## config.mk

```make
export PLATFORM = sky130hd
export DESIGN_NAME = hazard_stall_ctrl
export DESIGN_NICKNAME = d
export VERILOG_FILES = /design/src/rtl/haz_pkg.sv /design/src/rtl/haz_load_tracker.sv /design/src/rtl/hazard_stall_ctrl.sv
export SDC_FILE = /design/constraint.sdc
export NUM_CORES = 1
export LEC_CHECK = 0
export ABC_AREA = 1
export CAP_MARGIN = 20
export CORE_AREA = 2 2 39 41
export DETAILED_ROUTE_END_ITERATION = 10
export DIE_AREA = 0 0 41 43
export PLACE_DENSITY_LB_ADDON = 0.15
export SKIP_CTS_REPAIR_TIMING = 1
export SLEW_MARGIN = 10
export SYNTH_ARGS = -nofsm -noshare
export SYNTH_HDL_FRONTEND = slang
export SYNTH_SLANG_ARGS = --single-unit
```

## constraint.sdc

```tcl
create_clock -name i_clk -period 1.8 [get_ports i_clk]
set_clock_uncertainty 0.1 [all_clocks]
set_input_delay 0.36 -clock i_clk [delete_from_list [all_inputs] [get_ports i_clk]]
set_output_delay 0.36 -clock i_clk [all_outputs]
set_load 0.05 [all_outputs]
```

## src/rtl/haz_pkg.sv

```systemverilog
// Shared types for the hazard/stall controller: FSM state encoding and the
// load-tracker slot record. Slot addresses are zero-extended to HAZ_AW_MAX bits.
package haz_pkg;

   localparam int HAZ_AW_MAX = 8;

   typedef enum logic [1:0] {
      HAZ_IDLE     = 2'd0,
      HAZ_LU_STALL = 2'd1,
      HAZ_MD_WAIT  = 2'd2
   } haz_state_e;

   typedef struct packed {
      logic                  valid;
      logic [HAZ_AW_MAX-1:0] addr;
   } haz_slot_t;

   // A slot matches only a valid load to the same non-zero register.
   function automatic logic slot_match(input haz_slot_t s, input logic [HAZ_AW_MAX-1:0] a);
      return s.valid && (s.addr == a) && (a != {HAZ_AW_MAX{1'b0}});
   endfunction

endpackage

```

## src/rtl/haz_load_tracker.sv

```systemverilog
// Tracks in-flight loads: slot 0 is the load currently in EX, slots 1..LOAD_LAT-1
// are that load aged by one cycle each (unconditional shift).
module haz_load_tracker
   import haz_pkg::*;
#(
   parameter int LOAD_LAT = 1,
   parameter int REG_AW   = 5
) (
   input  logic                   i_clk,
   input  logic                   i_rst_n,
   input  logic                   i_ex_valid,
   input  logic                   i_ex_mem_read,
   input  logic [REG_AW-1:0]      i_ex_w_addr,
   output haz_slot_t [LOAD_LAT-1:0] o_slots
);

   haz_slot_t w_slot0;

   // Current EX load; a load to x0 can never create a dependency.
   always_comb begin
      w_slot0.valid = i_ex_valid & i_ex_mem_read & (i_ex_w_addr != {REG_AW{1'b0}});
      w_slot0.addr  = HAZ_AW_MAX'(i_ex_w_addr);
   end

   assign o_slots[0] = w_slot0;

   generate
      if (LOAD_LAT > 1) begin : g_pipe
         haz_slot_t [LOAD_LAT-1:1] r_slots;

         // Age shift register for loads still waiting on data.
         always_ff @(posedge i_clk or negedge i_rst_n) begin
            if (!i_rst_n) begin
               r_slots <= {($bits(r_slots)){1'b0}};
            end else begin
               r_slots[1] <= w_slot0;
               for (int k = 2; k < LOAD_LAT; k++) begin
                  r_slots[k] <= r_slots[k-1];
               end
            end
         end

         assign o_slots[LOAD_LAT-1:1] = r_slots;
      end
   endgenerate

endmodule

```

## src/rtl/hazard_stall_ctrl.sv

```systemverilog
// Pipeline hazard controller: load-use stalls, mul/div wait, flush bubbles.
// Optional stall-cycle counter enabled by macro HAZ_STALL_PERF_CNT_EN.
module hazard_stall_ctrl
   import haz_pkg::*;
#(
   parameter int NUM_SRC  = 2,
   parameter int REG_AW   = 5,
   parameter int LOAD_LAT = 1
) (
   input  logic                      i_clk,
   input  logic                      i_rst_n,
   input  logic                      i_id_valid,
   input  logic [NUM_SRC*REG_AW-1:0] i_id_rs_addr,
   input  logic [NUM_SRC-1:0]        i_id_rs_use,
   input  logic                      i_id_md_start,
   input  logic                      i_ex_valid,
   input  logic                      i_ex_mem_read,
   input  logic [REG_AW-1:0]         i_ex_w_addr,
   input  logic                      i_md_done,
   input  logic                      i_flush,
   output logic                      o_pc_stall,
   output logic                      o_ifid_stall,
   output logic                      o_idex_bubble,
   output logic [1:0]                o_haz_state
`ifdef HAZ_STALL_PERF_CNT_EN
   ,output logic [31:0]              o_stall_cnt
`endif
);

   localparam logic [1:0] ST_IDLE = HAZ_IDLE;
   localparam logic [1:0] ST_LU   = HAZ_LU_STALL;
   localparam logic [1:0] ST_MD   = HAZ_MD_WAIT;

   haz_slot_t [LOAD_LAT-1:0] w_slots;
   logic       w_hit;
   logic       w_hit_early;
   logic       w_stall;
   logic       w_bubble;
   logic [1:0] w_next;
   logic [1:0] r_state;

   haz_load_tracker #(
      .LOAD_LAT (LOAD_LAT),
      .REG_AW   (REG_AW)
   ) u_tracker (
      .i_clk         (i_clk),
      .i_rst_n       (i_rst_n),
      .i_ex_valid    (i_ex_valid),
      .i_ex_mem_read (i_ex_mem_read),
      .i_ex_w_addr   (i_ex_w_addr),
      .o_slots       (w_slots)
   );

   // Load-use detection; an "early" hit comes from a slot that will still be tracked next cycle.
   always_comb begin
      w_hit       = 1'b0;
      w_hit_early = 1'b0;
      for (int i = 0; i < NUM_SRC; i++) begin
         for (int s = 0; s < LOAD_LAT; s++) begin
            if (i_id_valid && i_id_rs_use[i] &&
                slot_match(w_slots[s], HAZ_AW_MAX'(i_id_rs_addr[i*REG_AW +: REG_AW]))) begin
               w_hit       = 1'b1;
               w_hit_early = w_hit_early | (s < LOAD_LAT-1);
            end else begin
               w_hit       = w_hit;
               w_hit_early = w_hit_early;
            end
         end
      end
   end

   // Next state and stall outputs; MD_WAIT outranks flush, flush outranks load-use.
   always_comb begin
      w_next   = r_state;
      w_stall  = 1'b0;
      w_bubble = 1'b0;
      case (r_state)
         ST_MD: begin
            if (i_md_done) begin
               w_next = ST_IDLE;
            end else begin
               w_stall  = 1'b1;
               w_bubble = 1'b1;
            end
         end
         ST_IDLE, ST_LU: begin
            if (i_flush) begin
               w_bubble = 1'b1;
               w_next   = ST_IDLE;
            end else if (w_hit) begin
               w_stall  = 1'b1;
               w_bubble = 1'b1;
               w_next   = ((LOAD_LAT > 1) && ((r_state == ST_IDLE) || w_hit_early)) ? ST_LU : ST_IDLE;
            end else if ((r_state == ST_IDLE) && i_id_valid && i_id_md_start) begin
               w_next = ST_MD;
            end else begin
               w_next = ST_IDLE;
            end
         end
         default: begin
            w_next = ST_IDLE;
         end
      endcase
   end

   // State register.
   always_ff @(posedge i_clk or negedge i_rst_n) begin
      if (!i_rst_n) begin
         r_state <= ST_IDLE;
      end else begin
         r_state <= w_next;
      end
   end

   // Outputs are combinational, so they are gated while reset is held.
   assign o_pc_stall    = i_rst_n & w_stall;
   assign o_ifid_stall  = i_rst_n & w_stall;
   assign o_idex_bubble = i_rst_n & w_bubble;
   assign o_haz_state   = r_state;

`ifdef HAZ_STALL_PERF_CNT_EN
   logic [31:0] r_stall_cnt;

   // Saturating count of PC stall cycles.
   always_ff @(posedge i_clk or negedge i_rst_n) begin
      if (!i_rst_n) begin
         r_stall_cnt <= 32'd0;
      end else if (o_pc_stall && (r_stall_cnt != 32'hFFFF_FFFF)) begin
         r_stall_cnt <= r_stall_cnt + 32'd1;
      end else begin
         r_stall_cnt <= r_stall_cnt;
      end
   end

   assign o_stall_cnt = r_stall_cnt;
`endif

endmodule
```

# Yosys cells after proc, flatten, opt, wreduce, memory -nomap -nowiden
# Cells that the tools add are included.
# Widths: inputs -> output; s select.
totals:
  ff_bits: 2
  latch_bits: 0
  mem_bits_rw: 0
  romBits: 0
  inputBits: 25
  word_cells: 38
  mem_count: 0
classes:
  n_addsub: 0
  multipliers: 0
  div: 0
  magnitude_cmp: 0
  n_eq_ne: 5
  shift: 0
  muxes: 13
  bitwise_logic: 4
  reduce_logical: 15
op_table:
  columns: ["operator", "n"]
  rows:
  - ["$reduce_bool 5->1", 3]
  - ["$eq 5x5->1", 2]
  - ["$logic_and 1x1->1", 10]
  - ["$mux 2", 4]
  - ["$mux 1", 6]
  - ["$and 1x1->1", 4]
  - ["$pmux 1 s2", 2]
  - ["$pmux 2 s2", 1]
  - ["$eq 2x1->1 const B", 1]
  - ["$eq 2x2->1 const B", 1]
  - ["$logic_not 2->1", 1]
  - ["$ne 2x2->1 const B", 1]
  - ["$reduce_or 2->1", 1]

# Depth between registers and ports, before layout
# Gate-level depths: netlist of run 1.
logic_depth:
  ltp_word: 11
  ltp_mapped: 11
  depth_no_buf: 11

# Modules after synthesis
# A second synthesis of run 1 with hierarchy kept.
unflattened:
  hier_cells: 86
  hier_area_um2: 441.7
modules_own_cells:
  columns: ["mod", "n_inst", "cells_each", "area_each_um2"]
  rows:
  - ["hazard_stall_ctrl", 1, 69, 346.6]
  - ["haz_load_tracker", 1, 17, 95.1]

# Least setup slack after synthesis of run 1
# OpenSTA, ideal clock, no wires.
synth_path:
  path_type: "in2out"
  startpoint: "in i_ex_w_addr[1]"
  endpoint: "out o_pc_stall"
  arrival_time_ps: 1979
  required_time_ps: 1340
  setup_slack_ps: -639
  path_stages: 10
  n_path_buf: 1
  cell_sequence: "inv_1 nand2_1 nand2_1 nand2_1 nor2_2 nand2_1 nand2_1 nand3_1 a21oi_1 buf_4"
synth_via:
  elab_chain_cells: 11
synth_rtl:
  columns: ["element", "line_no", "text"]
  rows:
  - ["from (decl)", "hazard_stall_ctrl.sv:18", "input logic [REG_AW-1:0] i_ex_w_addr,"]
  - ["$reduce_bool 5->1", "haz_load_tracker.sv:21", "w_slot0.valid = i_ex_valid & i_ex_mem_read & (i_ex_w_addr != {REG_AW{1'b0}});"]
  - ["$and 1x1->1", "haz_load_tracker.sv:21", null]
  - ["$logic_and 1x1->1 (2 in series)", "haz_pkg.sv:20", "return s.valid && (s.addr == a) && (a != {HAZ_AW_MAX{1'b0}});"]
  - ["$logic_and 1x1->1", "hazard_stall_ctrl.sv:60", "if (i_id_valid && i_id_rs_use[i] &&"]
  - ["$mux 1", "hazard_stall_ctrl.sv:60", null]
  - ["$mux 1 (*)", "hazard_stall_ctrl.sv:60", null]
  - ["$mux 1 (*)", "hazard_stall_ctrl.sv:90", "end else if (w_hit) begin"]
  - ["$mux 1 (*)", "hazard_stall_ctrl.sv:87", "if (i_flush) begin"]
  - ["$pmux 1 s2 (*)", "hazard_stall_ctrl.sv:77", "case (r_state)"]
  - ["$and 1x1->1 (*)", null, null]
  - ["to (decl)", "hazard_stall_ctrl.sv:21", "output logic o_pc_stall,"]
# Mark *: on every way between the ends. The rest lies on a longest branch, timed or not.

# Final worst setup path of run 1
layout_path:
  startpoint: "in i_ex_valid"
  endpoint: "out o_pc_stall"
layout_via:
  elab_chain_cells: 11
layout_rtl:
  columns: ["element", "line_no", "text"]
  rows:
  - ["from (decl)", "hazard_stall_ctrl.sv:16", "input logic i_ex_valid,"]
  - ["$and 1x1->1 (*) (2 in series)", "haz_load_tracker.sv:21", null]
  - ["$logic_and 1x1->1 (2 in series)", "haz_pkg.sv:20", null]
  - ["$logic_and 1x1->1", "hazard_stall_ctrl.sv:60", null]
  - ["$mux 1", "hazard_stall_ctrl.sv:60", null]
  - ["$mux 1 (*)", "hazard_stall_ctrl.sv:60", null]
  - ["$mux 1 (*)", "hazard_stall_ctrl.sv:90", null]
  - ["$mux 1 (*)", "hazard_stall_ctrl.sv:87", null]
  - ["$pmux 1 s2 (*)", "hazard_stall_ctrl.sv:77", null]
  - ["$and 1x1->1 (*)", "hazard_stall_ctrl.sv:116", "assign o_pc_stall = i_rst_n & w_stall;"]
# Marked as above.

==> results.sh, run 1 <==
export IMPL_drtIter0Drc=4
export IMPL_worst_r2r_cell_count=3
export IMPL_core_um2=1380
export IMPL_syn_area_um2=358
export IMPL_postSynthCellCount=81
export IMPL_status="complete, but fails checks"
export IMPL_layout_common_cells="26 x nand2_1, 8 x nor2_1, 8 x clkbuf_2"
export IMPL_vias=516
export IMPL_rsz0062_at_grt="true"
export IMPL_clk_latency_ps=0
export IMPL_area_growth_pct=106
export IMPL_drt_total_wl_um=1050
export IMPL_initial_utilization_pct=25.9
export IMPL_die_area_um2=1760
export IMPL_dp_hpwl_um=916
export IMPL_cp_max_fo=2
export IMPL_reg2reg_to="o_haz_state[1]"
export IMPL_row_count=14
export IMPL_rrSetupSlack_ps=900
export IMPL_grt_antenna_before_repair=0
export IMPL_die_h_um=43
export IMPL_first_pass_iters=3
export IMPL_cp_end_kind="output pin"
export IMPL_grt_start_max_net_pins=5
export IMPL_maxCapViolations=0
export IMPL_syn_nets=106
export IMPL_fin_ws_ps=-72.5
export IMPL_leakagePower_nw=0.419
export IMPL_worst_hold_path_num_cells=2
export IMPL_min_delay_start="o_haz_state[1]"
export IMPL_hold_violations=0
export IMPL_seq_area_frac_synth_pct=6.99
export IMPL_setup_tns_final_ps=-200
export IMPL_finalCoreUtilization_pct=53.2
export IMPL_min_to="o_haz_state[1]"
export IMPL_insertedDiodeCount=0
export IMPL_overflow=0
export IMPL_ir_drop_v=0.000148
export IMPL_finalMaxSlewViolations=0
export IMPL_grt_first_pass_wirelength_um=1700
export IMPL_yosys_warnings=0
export IMPL_nNetsFinal=136
export IMPL_chipWidth_um=41
export IMPL_synth_seq_cells=1
export IMPL_drc=0
export IMPL_design_area_um2=736
export IMPL_setup_violations=3
export IMPL_start_kind="input port"
export IMPL_synth_cell_types=13
export IMPL_p_per_area_nw_per_um2=270
export IMPL_required_ps=1340
export IMPL_place_gp_congestion=0.765
export IMPL_first_global_vias=447
export IMPL_io_buffers=28
export IMPL_period_share_pct=104
export IMPL_path_class="in2out"
export IMPL_syn_area_per_cell_um2=4.42
export IMPL_largest_reg_flops=1
export IMPL_final_common_cell="nand2_1"
export IMPL_reg2reg_from="o_haz_state[1]"
export IMPL_vias_per_cell=4.13
export IMPL_wl_per_cell_um=8.39
export IMPL_drive_gt1_share_pct=45.0
export IMPL_cts_reportedPaths_clkPinSlew_ps=0
export IMPL_fmax_mhz=534
export IMPL_arrival_ps=1410
export IMPL_antenna_left=0
export IMPL_placed_area_um2=736
export IMPL_gr_usage_all_layers_pct=12.9
export IMPL_violations="negative setup slack"
export IMPL_hp_class="reg2reg"
export IMPL_min_period_ps=1870
export IMPL_io_pins=30
==> worst max-delay path by stage <==
stage | to | slack (ps) | startpoint
floorplan | o_pc_stall | -90 | i_id_rs_addr[4]
global placement | o_ifid_stall | -570 | i_ex_w_addr[2]
detailed placement | o_pc_stall | -610 | i_ex_w_addr[2]
CTS | o_pc_stall | -610 | i_ex_w_addr[2]
global route | o_pc_stall | -130 | i_id_rs_addr[3]
finish | o_pc_stall | -70 | i_ex_valid
==> cell families (layout without fill, tap and decap cells) <==
| kind of cell | Yosys count | count (layout) | synth area share (%) |
|---|---|---|---|
| other cells | 1 | 1 | 1.05 |
| buf+inv | 21 | 49 | 24.1 |
| compound gates | 6 | 6 | 8.39 |
| simple gates | 52 | 52 | 59.4 |
| flops | 1 | 1 | 6.99 |
==> cell type report <==
cell class                      instances  area, um^2
Timing Repair Buffer                   30         294
Multi-Input combinational cell         59         302
Sequential cell                         1        26.3
Tap cell                               16        20.0
Fill cell                             159         648
Inverter                               19        93.8
==> power breakdown <==
group	switching (mW)	leakage [nW]	internal [mW]
clock network	0	0	0
logic	0.0905	0.407	0.0814
registers	0.00191	0.0118	0.0251
==> stage by stage <==
step	total power [mW]	setup WS [ps]	instances	hold WS, ps
2_1_floorplan	0.109	-91.7	81	-35.6
3_3_place_gp	0.199	-569	125	411
3_5_place_dp	0.200	-612	125	415
4_1_cts	0.200	-613	125	420
5_1_grt	0.215	-126	125	453
6_report	0.199	-72.5	125	416
==> per-layer routing <==
layer,up-vias,routed length (um),GRT usage (%)
met4,0,0,0
li1,298,-,-
met5,-,0,0
met3,0,66,0
met2,14,498,22.5
met1,204,485,18.2
==> synth_stat cells <==
cell      count  area [um^2]
nor2_1        8         30.0
o21ai_0       3         15.0
nor3_1        1         5.00
dfrtp_1       1         25.0
nand3_1       8         40.0
inv_1        18         67.6
a21oi_1       3         15.0
inv_2         1         3.75
nor2_2        1         6.26
conb_1        1         3.75
nand3b_1      1         7.51
buf_4         2         15.0
nand2_1      33          124
==> worst max-delay path, stage by stage <==
cell and delay, ps:
clkdlybuf4s50_1 470, nand3_2 80, inv_2 60, nand3_2 70
a21oi_4 200, buf_12 160
(Power assumes the default switching activity.)
==> run 2, diff against run 1 <==
--- a/config.mk
+++ b/config.mk
@@ -16,3 +16,4 @@
 export SYNTH_ARGS = -nofsm -noshare
 export SYNTH_HDL_FRONTEND = slang
 export SYNTH_SLANG_ARGS = --single-unit
+export TNS_END_PERCENT = 100
==> results of run 2 <==
Same layout as run 1: the final DEF is identical, and so are final timing and power.
